===== src/rtl/efb_spi_wb_host_if.sv =====
// ---------------------------------------------------------------------------
// efb_spi_wb_host_if
// Wishbone link between efb_spi_wb_host (initiator) and the EFB hard block
// (SPI slave + UFM). Signal names keep the initiator's point of view.
//   wb_cyc_o  : cycle          (initiator -> EFB)
//   wb_stb_o  : strobe         (initiator -> EFB)
//   wb_we_o   : write enable   (initiator -> EFB)
//   wb_adr_o  : EFB register address, 8 bits
//   wb_dat_o  : write data, 8 bits
//   wb_dat_i  : read data, 8 bits (EFB -> initiator)
//   wb_ack_i  : acknowledge      (EFB -> initiator)
// ---------------------------------------------------------------------------
interface efb_spi_wb_host_if;
    logic       wb_cyc_o;
    logic       wb_stb_o;
    logic       wb_we_o;
    logic [7:0] wb_adr_o;
    logic [7:0] wb_dat_o;
    logic [7:0] wb_dat_i;
    logic       wb_ack_i;

    modport master (
        output wb_cyc_o, wb_stb_o, wb_we_o, wb_adr_o, wb_dat_o,
        input  wb_dat_i, wb_ack_i
    );

    modport slave (
        input  wb_cyc_o, wb_stb_o, wb_we_o, wb_adr_o, wb_dat_o,
        output wb_dat_i, wb_ack_i
    );
endinterface


===== src/rtl/efb_spi_wb_host.sv =====
// ---------------------------------------------------------------------------
// efb_spi_wb_host
// Wishbone initiator for the EFB SPI slave. Writes SPICR1/SPICR2 once, then
// polls SPISR forever: received bytes are drained from SPIRXDR onto a
// streaming rx output, a queued tx byte is written to SPITXDR when the EFB
// reports TRDY.
// Ports:
//   wb_clk_i / wb_rst_i : clock, asynchronous active-high reset
//   wb                  : Wishbone master modport toward the EFB
//   tx_data/tx_valid/tx_ready : one-byte holding register handshake
//   rx_data/rx_valid    : received byte, one-cycle valid pulse (no backpressure)
//   rx_ovf              : pulse when SPISR.ROE is read as 1
//   bus_err             : pulse on an ack timeout
//   init_done           : both control-register writes acknowledged
// ---------------------------------------------------------------------------
module efb_spi_wb_host #(
    parameter logic [7:0]  SPICR1_VAL  = 8'h80,
    parameter logic [7:0]  SPICR2_VAL  = 8'h00,
    parameter int unsigned ACK_TIMEOUT = 16,   // 2..255
    parameter int unsigned POLL_GAP    = 0     // 0..255
) (
    input  logic              wb_clk_i,
    input  logic              wb_rst_i,
    efb_spi_wb_host_if.master wb,
    input  logic [7:0]        tx_data,
    input  logic              tx_valid,
    output logic              tx_ready,
    output logic [7:0]        rx_data,
    output logic              rx_valid,
    output logic              rx_ovf,
    output logic              bus_err,
    output logic              init_done
);
    localparam logic [7:0] ADR_SPICR1  = 8'h55;
    localparam logic [7:0] ADR_SPICR2  = 8'h56;
    localparam logic [7:0] ADR_SPITXDR = 8'h59;
    localparam logic [7:0] ADR_SPISR   = 8'h5A;
    localparam logic [7:0] ADR_SPIRXDR = 8'h5B;

    localparam logic [7:0] TO_LAST = 8'(ACK_TIMEOUT - 1);
    localparam logic [7:0] GAP     = 8'(POLL_GAP);

    typedef enum logic [2:0] {
        INIT_CR1,
        INIT_CR2,
        POLL_WAIT,
        RD_SR,
        RD_RX,
        WR_TX
    } state_t;

    state_t     r_state;
    logic       r_cyc;
    logic       r_we;
    logic [7:0] r_adr;
    logic [7:0] r_dat_o;
    logic [7:0] r_to_cnt;
    logic [7:0] r_poll_cnt;
    logic       r_trdy;        // TRDY from the last SPISR read
    logic [7:0] r_tx_hold;
    logic       r_tx_full;
    logic [7:0] r_rx_data;
    logic       r_rx_valid;
    logic       r_rx_ovf;
    logic       r_bus_err;
    logic       r_init_done;

    logic       w_accept;
    logic       w_timeout;
    logic       w_req_we;
    logic [7:0] w_req_adr;
    logic [7:0] w_req_dat;

    assign wb.wb_cyc_o = r_cyc;
    assign wb.wb_stb_o = r_cyc;    // single transfers: strobe tracks cycle
    assign wb.wb_we_o  = r_we;
    assign wb.wb_adr_o = r_adr;
    assign wb.wb_dat_o = r_dat_o;

    assign tx_ready  = r_init_done & ~r_tx_full;
    assign rx_data   = r_rx_data;
    assign rx_valid  = r_rx_valid;
    assign rx_ovf    = r_rx_ovf;
    assign bus_err   = r_bus_err;
    assign init_done = r_init_done;

    assign w_accept  = tx_valid & tx_ready;
    assign w_timeout = r_cyc & ~wb.wb_ack_i & (r_to_cnt == TO_LAST);

    // Transfer that the current state issues when it opens a cycle.
    always_comb begin
        // NOTE: every output gets a default first so no latch is inferred.
        w_req_we  = 1'b0;
        w_req_adr = ADR_SPISR;
        w_req_dat = 8'h00;
        case (r_state)
            INIT_CR1: begin
                w_req_we  = 1'b1;
                w_req_adr = ADR_SPICR1;
                w_req_dat = SPICR1_VAL;
            end
            INIT_CR2: begin
                w_req_we  = 1'b1;
                w_req_adr = ADR_SPICR2;
                w_req_dat = SPICR2_VAL;
            end
            RD_RX:    w_req_adr = ADR_SPIRXDR;
            WR_TX: begin
                w_req_we  = 1'b1;
                w_req_adr = ADR_SPITXDR;
                w_req_dat = r_tx_hold;
            end
            default: ;
        endcase
    end

    // NOTE: non-blocking assignments for all state so every register samples
    // the pre-edge values regardless of statement order.
    always_ff @(posedge wb_clk_i or posedge wb_rst_i) begin
        if (wb_rst_i) begin
            r_state     <= INIT_CR1;
            r_cyc       <= 1'b0;
            r_we        <= 1'b0;
            r_adr       <= 8'h00;
            r_dat_o     <= 8'h00;
            r_to_cnt    <= 8'h00;
            r_poll_cnt  <= 8'h00;
            r_trdy      <= 1'b0;
            r_tx_hold   <= 8'h00;
            r_tx_full   <= 1'b0;
            r_rx_data   <= 8'h00;
            r_rx_valid  <= 1'b0;
            r_rx_ovf    <= 1'b0;
            r_bus_err   <= 1'b0;
            r_init_done <= 1'b0;
        end else begin
            r_rx_valid <= 1'b0;
            r_rx_ovf   <= 1'b0;
            r_bus_err  <= 1'b0;

            // Holding register can never be emptied on an accept edge,
            // because accept requires it to be empty already.
            if (w_accept) begin
                r_tx_hold <= tx_data;
                r_tx_full <= 1'b1;
            end

            if (r_state == POLL_WAIT) begin
                if (r_poll_cnt == GAP) begin
                    r_poll_cnt <= 8'h00;
                    r_state    <= RD_SR;
                end else begin
                    r_poll_cnt <= r_poll_cnt + 8'd1;
                end
            end else if (!r_cyc) begin
                // Every bus state enters with cyc low, which guarantees the
                // idle cycle between transfers.
                r_cyc    <= 1'b1;
                r_we     <= w_req_we;
                r_adr    <= w_req_adr;
                r_dat_o  <= w_req_dat;
                r_to_cnt <= 8'h00;
            end else if (wb.wb_ack_i) begin
                r_cyc   <= 1'b0;
                r_state <= POLL_WAIT;
                case (r_state)
                    INIT_CR1: r_state <= INIT_CR2;
                    INIT_CR2: r_init_done <= 1'b1;
                    RD_SR: begin
                        r_trdy <= wb.wb_dat_i[4];
                        if (wb.wb_dat_i[1]) r_rx_ovf <= 1'b1;
                        if (wb.wb_dat_i[3])
                            r_state <= RD_RX;
                        else if (wb.wb_dat_i[4] && r_tx_full)
                            r_state <= WR_TX;
                    end
                    RD_RX: begin
                        r_rx_data  <= wb.wb_dat_i;
                        r_rx_valid <= 1'b1;
                        if (r_trdy && r_tx_full) r_state <= WR_TX;
                    end
                    WR_TX:   r_tx_full <= 1'b0;
                    default: ;
                endcase
            end else if (w_timeout) begin
                // Init writes are retried in place; polling transfers are
                // abandoned without touching any data.
                r_cyc     <= 1'b0;
                r_bus_err <= 1'b1;
                if (r_state != INIT_CR1 && r_state != INIT_CR2)
                    r_state <= POLL_WAIT;
            end else begin
                r_to_cnt <= r_to_cnt + 8'd1;
            end
        end
    end
endmodule


===== src/flat_wrapper.sv =====
// flat-port wrapper written by rule: the top's interface ports become plain ports
module efb_spi_wb_host_flat 
#(
    parameter logic [7:0]  SPICR1_VAL  = 8'h80,
    parameter logic [7:0]  SPICR2_VAL  = 8'h00,
    parameter int unsigned ACK_TIMEOUT = 16,            
    parameter int unsigned POLL_GAP    = 0              
)
  (wb_clk_i, wb_rst_i, tx_data, tx_valid, tx_ready, rx_data, rx_valid, rx_ovf, bus_err, init_done, wb_wb_cyc_o, wb_wb_stb_o, wb_wb_we_o, wb_wb_adr_o, wb_wb_dat_o, wb_wb_dat_i, wb_wb_ack_i);
  efb_spi_wb_host_if wb_i ();
  input  logic wb_clk_i;
  input  logic wb_rst_i;
  input  logic [7:0] tx_data;
  input  logic tx_valid;
  output logic tx_ready;
  output logic [7:0] rx_data;
  output logic rx_valid;
  output logic rx_ovf;
  output logic bus_err;
  output logic init_done;
  output wire logic [$bits(wb_i.wb_cyc_o)-1:0] wb_wb_cyc_o;
  output wire logic [$bits(wb_i.wb_stb_o)-1:0] wb_wb_stb_o;
  output wire logic [$bits(wb_i.wb_we_o)-1:0] wb_wb_we_o;
  output wire logic [$bits(wb_i.wb_adr_o)-1:0] wb_wb_adr_o;
  output wire logic [$bits(wb_i.wb_dat_o)-1:0] wb_wb_dat_o;
  input wire logic [$bits(wb_i.wb_dat_i)-1:0] wb_wb_dat_i;
  input wire logic [$bits(wb_i.wb_ack_i)-1:0] wb_wb_ack_i;
  assign wb_wb_cyc_o = wb_i.wb_cyc_o;
  assign wb_wb_stb_o = wb_i.wb_stb_o;
  assign wb_wb_we_o = wb_i.wb_we_o;
  assign wb_wb_adr_o = wb_i.wb_adr_o;
  assign wb_wb_dat_o = wb_i.wb_dat_o;
  assign wb_i.wb_dat_i = wb_wb_dat_i;
  assign wb_i.wb_ack_i = wb_wb_ack_i;
  efb_spi_wb_host #(.SPICR1_VAL(SPICR1_VAL), .SPICR2_VAL(SPICR2_VAL), .ACK_TIMEOUT(ACK_TIMEOUT), .POLL_GAP(POLL_GAP)) u_core (.wb_clk_i(wb_clk_i), .wb_rst_i(wb_rst_i), .wb(wb_i), .tx_data(tx_data), .tx_valid(tx_valid), .tx_ready(tx_ready), .rx_data(rx_data), .rx_valid(rx_valid), .rx_ovf(rx_ovf), .bus_err(bus_err), .init_done(init_done));
endmodule

===== config.mk =====
export PLATFORM = sky130hd
export DESIGN_NAME = efb_spi_wb_host_flat
export DESIGN_NICKNAME = d
export VERILOG_FILES = /design/src/rtl/efb_spi_wb_host_if.sv /design/src/rtl/efb_spi_wb_host.sv /design/src/flat_wrapper.sv
export SDC_FILE = /design/constraint.sdc
export NUM_CORES = 1
export LEC_CHECK = 0
export ABC_AREA = 0
export CORE_MARGIN = 5
export CORE_UTILIZATION = 50
export CTS_CLUSTER_SIZE = 20
export DETAILED_ROUTE_END_ITERATION = 10
export PLACE_DENSITY = 0.78
export SLEW_MARGIN = 0
export SYNTH_ARGS = -nofsm -noshare
export SYNTH_HDL_FRONTEND = slang
export SYNTH_SLANG_ARGS = --single-unit

===== constraint.sdc =====
create_clock -name wb_clk_i -period 2.39 [get_ports wb_clk_i]
set_input_delay 0.239 -clock wb_clk_i [delete_from_list [all_inputs] [get_ports wb_clk_i]]
set_output_delay 0.239 -clock wb_clk_i [all_outputs]
set_load 0.02 [all_outputs]

==> metrics.md <==
| Metric | Value |
|---|---|
| Status | `finished, final reports clean` |
| CP max stage delay | `0.76 ns` |
| Hold Vio Cnt, Final | `0` |
| Htree depth | `2` |
| Synthesis-to-layout area growth | `25.9%` |
| TritonCTS Buffers | `5` |
| Die width | `81.8 um` |
| Initial Util | `50.8%` |
| Post-DP HPWL | `3990 um` |
| Antenna viol nets, final | `0` |
| ANT cells | `0` |
| Setup TNS | `0 ns` |
| Port bufs | `49` |
| Post-Route WL | `5480 um` |
| Post-CTS setup buffer count | `0` |
| Max-Cap Viols | `0` |
| Setup Crit Path Kind | `flip-flop to output port` |
| Syn_area_per_cell | `10.5 sq um` |
| Finished Core Util | `64.0%` |
| Actual slew at the worst max-slew pin | `0.646 ns` |
| Setup crit end kind | `output port` |
| Gr usage total | `17.8%` |
| Fmax | `492 MHz` |
| CP top delay family | `flip-flops` |
| CORE AREA | `5070 sq um` |
| Post-Route Skew | `0.00703 ns` |
| R2r setup slk | `0.52 ns` |
| Netlist cell types | `49` |
| RSZ-0062 raised after global routing | `false` |
| GPL Wtd Cong | `0.802` |
| Resized Gates After CTS | `0` |
| Die area | `6700 sq um` |
| Peak VDD IR | `0.698 mV` |
| Highest-delay cell along the critical path | `dfrtp_1` |
| Post-Synthesis Cell Area | `2580 sq um` |
| Largest net degree at the start of global routing | `32` |
| Number of clock sinks | `56` |
| Final min period | `2.03 ns` |
| Ports | `52` |
| Nets@finish | `320` |
| FF-to-FF Start | `u_core.r_state[2]$_DFFE_PP0P_` |
| Num rows | `26` |
| Vias/cell | `5.32` |
| Yosys reg bits | `56` |
| DRC viols | `0` |
| CTS root buffer | `clkbuf_8` |
| Startpoint Class | `flip-flop` |
| Die Y | `81.8 um` |
| Top FF cell, synth | `dfrtp_1` |
| Gr ovfl total | `0` |
| Iter 0 DRT Violations | `91` |
| Fraction of layout cells with a size suffix above 1 | `13.4%` |
| Drt wl/cell | `14.9 um` |
| First-pass GRT wire length | `9200 um` |
| Clk buf depth | `2` |
| Ys async rst share | `100%` |
| Hold WC Path Type | `input pin to asynchronous set/reset pin` |
| Worst Path Required | `2.15 ns` |
| Final Slew Violations | `0` |
| Crit-path cells | `clkdlybuf4s50_1` |
| Critical path fanouts, max | `22` |
| Final Cycle Share | `85.1%` |
| Sequential share of the synthesized area | `54.3%` |
| Reg2reg path depth | `4` |
| R2R Path End | `u_core.r_state[0]$_DFFE_PP0P_` |
| Number of synthesized flops with an enable pin | `0` |
| Clk slew on worst S/H paths | `0.10 ns` |
| Number of global-route vias before repair | `1,924` |
| Initial antenna violation count | `0` |
| Clk_lat worst skew | `0.30 ns` |
| Drt pass-1 iters | `5` |
| CTS tree | `done` |
| Crit path arrival time | `1.80 ns` |
| Leakage | `0.00144 uW` |
| Synth Warn # | `0` |
| Final setup vio count | `0` |
| Pwr/cell area | `997 nW/um^2` |
| Worst Path Buf+Inv | `1` |
| Via count | `1,958` |
| Slew headroom | `57.0%` |
| Hold_buf cts | `0` |
| Synthesized instance count | `245` |
through the flow:
stage | worst slack [ns] | std cells | instance area, sq um | hold slack, ns | power (uW)
2_1_floorplan | 0.707 | 246 | 2580 | 0.368 | 2240
3_3_place_gp | 0.414 | 360 | 3160 | 0.459 | 2690
3_5_place_dp | 0.347 | 360 | 3160 | 0.469 | 2730
4_1_cts | 0.356 | 368 | 3250 | 0.318 | 3270
5_1_grt | 0.254 | 368 | 3250 | 0.347 | 3470
6_report | 0.356 | 368 | 3250 | 0.299 | 3240
synthesized netlist by cell type, types with 2 or more instances:
cell	n	share of area [%]
xnor2_1	3	1.0
o31ai_1	2	0.58
nor3_1	4	0.78
and2_1	3	0.73
nand3_1	9	1.7
nand2_1	38	5.5
inv_1	6	0.87
o21ai_0	12	2.3
mux2_2	18	7.9
nor3_2	2	0.78
buf_4	5	1.5
a31oi_1	2	0.48
nor4_1	3	0.73
dfrtp_1	56	54
nor4b_1	2	0.68
a21o_1	2	0.58
clkbuf_1	4	0.58
and3_1	4	0.97
xor2_1	4	1.4
buf_2	3	0.58
nor2_1	21	3.1
ha_1	3	1.5
nand4_1	3	0.73
or3_1	2	0.48
nand2b_1	2	0.48
a21oi_1	9	1.7
per-layer routing:
metal | track usage, % | up-vias | part of all wire (%)
met1 | 24.8 | 945 | 44
li1 | - | 953 | -
met4 | 5.32 | 0 | 0.88
met2 | 28.3 | 56 | 50
met3 | 3.51 | 4 | 5.0
met5 | 0 | - | 0
registers in the layout, indices dropped and copies added (netlist names), 3 cells and up:
signal              flops
u_core.r_poll_cnt       8
u_core.wb.wb_adr_o      5
u_core.wb.wb_dat_o      8
u_core.rx_data          8
u_core.r_tx_hold        8
u_core.r_to_cnt         8
u_core.r_state          3
cells by family after synthesis:
family | count (synthesis) | share of synthesized area [%]
simple gates | 102 | 20.0
flops | 56 | 54.3
compound gates | 38 | 9.55
mux | 19 | 8.24
buf+inv | 19 | 3.93
xor+xnor | 7 | 2.38
fa+ha+maj | 3 | 1.46
other cells | 1 | 0.145
where the power goes:
group	internal [uW]	total (uW)	switching [uW]
clock	236	529	293
sequential	1190	1410	220
combinational	623	1300	680
total	2050	3240	1190
worst max-delay path by stage:
stage	endpoint	depth (start not counted)	startpoint
5_1_grt	wb_wb_stb_o	1	u_core.wb.wb_cyc_o$_DFFE_PP0N_
4_1_cts	wb_wb_stb_o	1	u_core.wb.wb_cyc_o$_DFFE_PP0N_
2_1_floorplan	u_core.r_state[0]$_DFFE_PP0P_	6	u_core.r_poll_cnt[0]$_DFFE_PP0P_
3_5_place_dp	u_core.r_to_cnt[7]$_DFFE_PP0P_	4	wb_wb_ack_i
6_report	wb_wb_stb_o	1	u_core.wb.wb_cyc_o$_DFFE_PP0N_
3_3_place_gp	u_core.rx_data[7]$_DFFE_PP0P_	5	wb_wb_ack_i
area by class of cell:
type	count	area [sq um]
fill	434	1830
sequential	56	1400
timing repair buffer	57	563
clock inverter	1	7.51
clock buffer	7	86.3
tap	70	87.6
multi-input combinational	171	1080
inverter	6	22.5
worst reg2reg max path, cell delays in order (launching register included):
cell,delay (ns)
dfrtp_1,0.53
nor3b_2,0.43
nand3_1,0.16
a22oi_2,0.29
mux2_2,0.36
layout by cell type, fill, tap and decap left out, types with 2 or more instances in the layout:
master / n
dfrtp_1: 56
clkdlybuf4s50_1: 49
nand2_1: 38
nor2_1: 21
mux2_2: 18
o21ai_0: 12
a21oi_1: 9
nand3_1: 9
buf_4: 7
clkbuf_8: 6
inv_1: 5
and3_1: 4
nor3_1: 4
xor2_1: 4
nand4_1: 3
and2_1: 3
nor4_1: 3
xnor2_1: 3
ha_1: 3
a31oi_1: 2
nand2b_1: 2
or3_1: 2
o31ai_1: 2
nor4b_1: 2
nor3_2: 2
a21o_1: 2
conb_1: 2
Power figures use the tool's default switching activity.
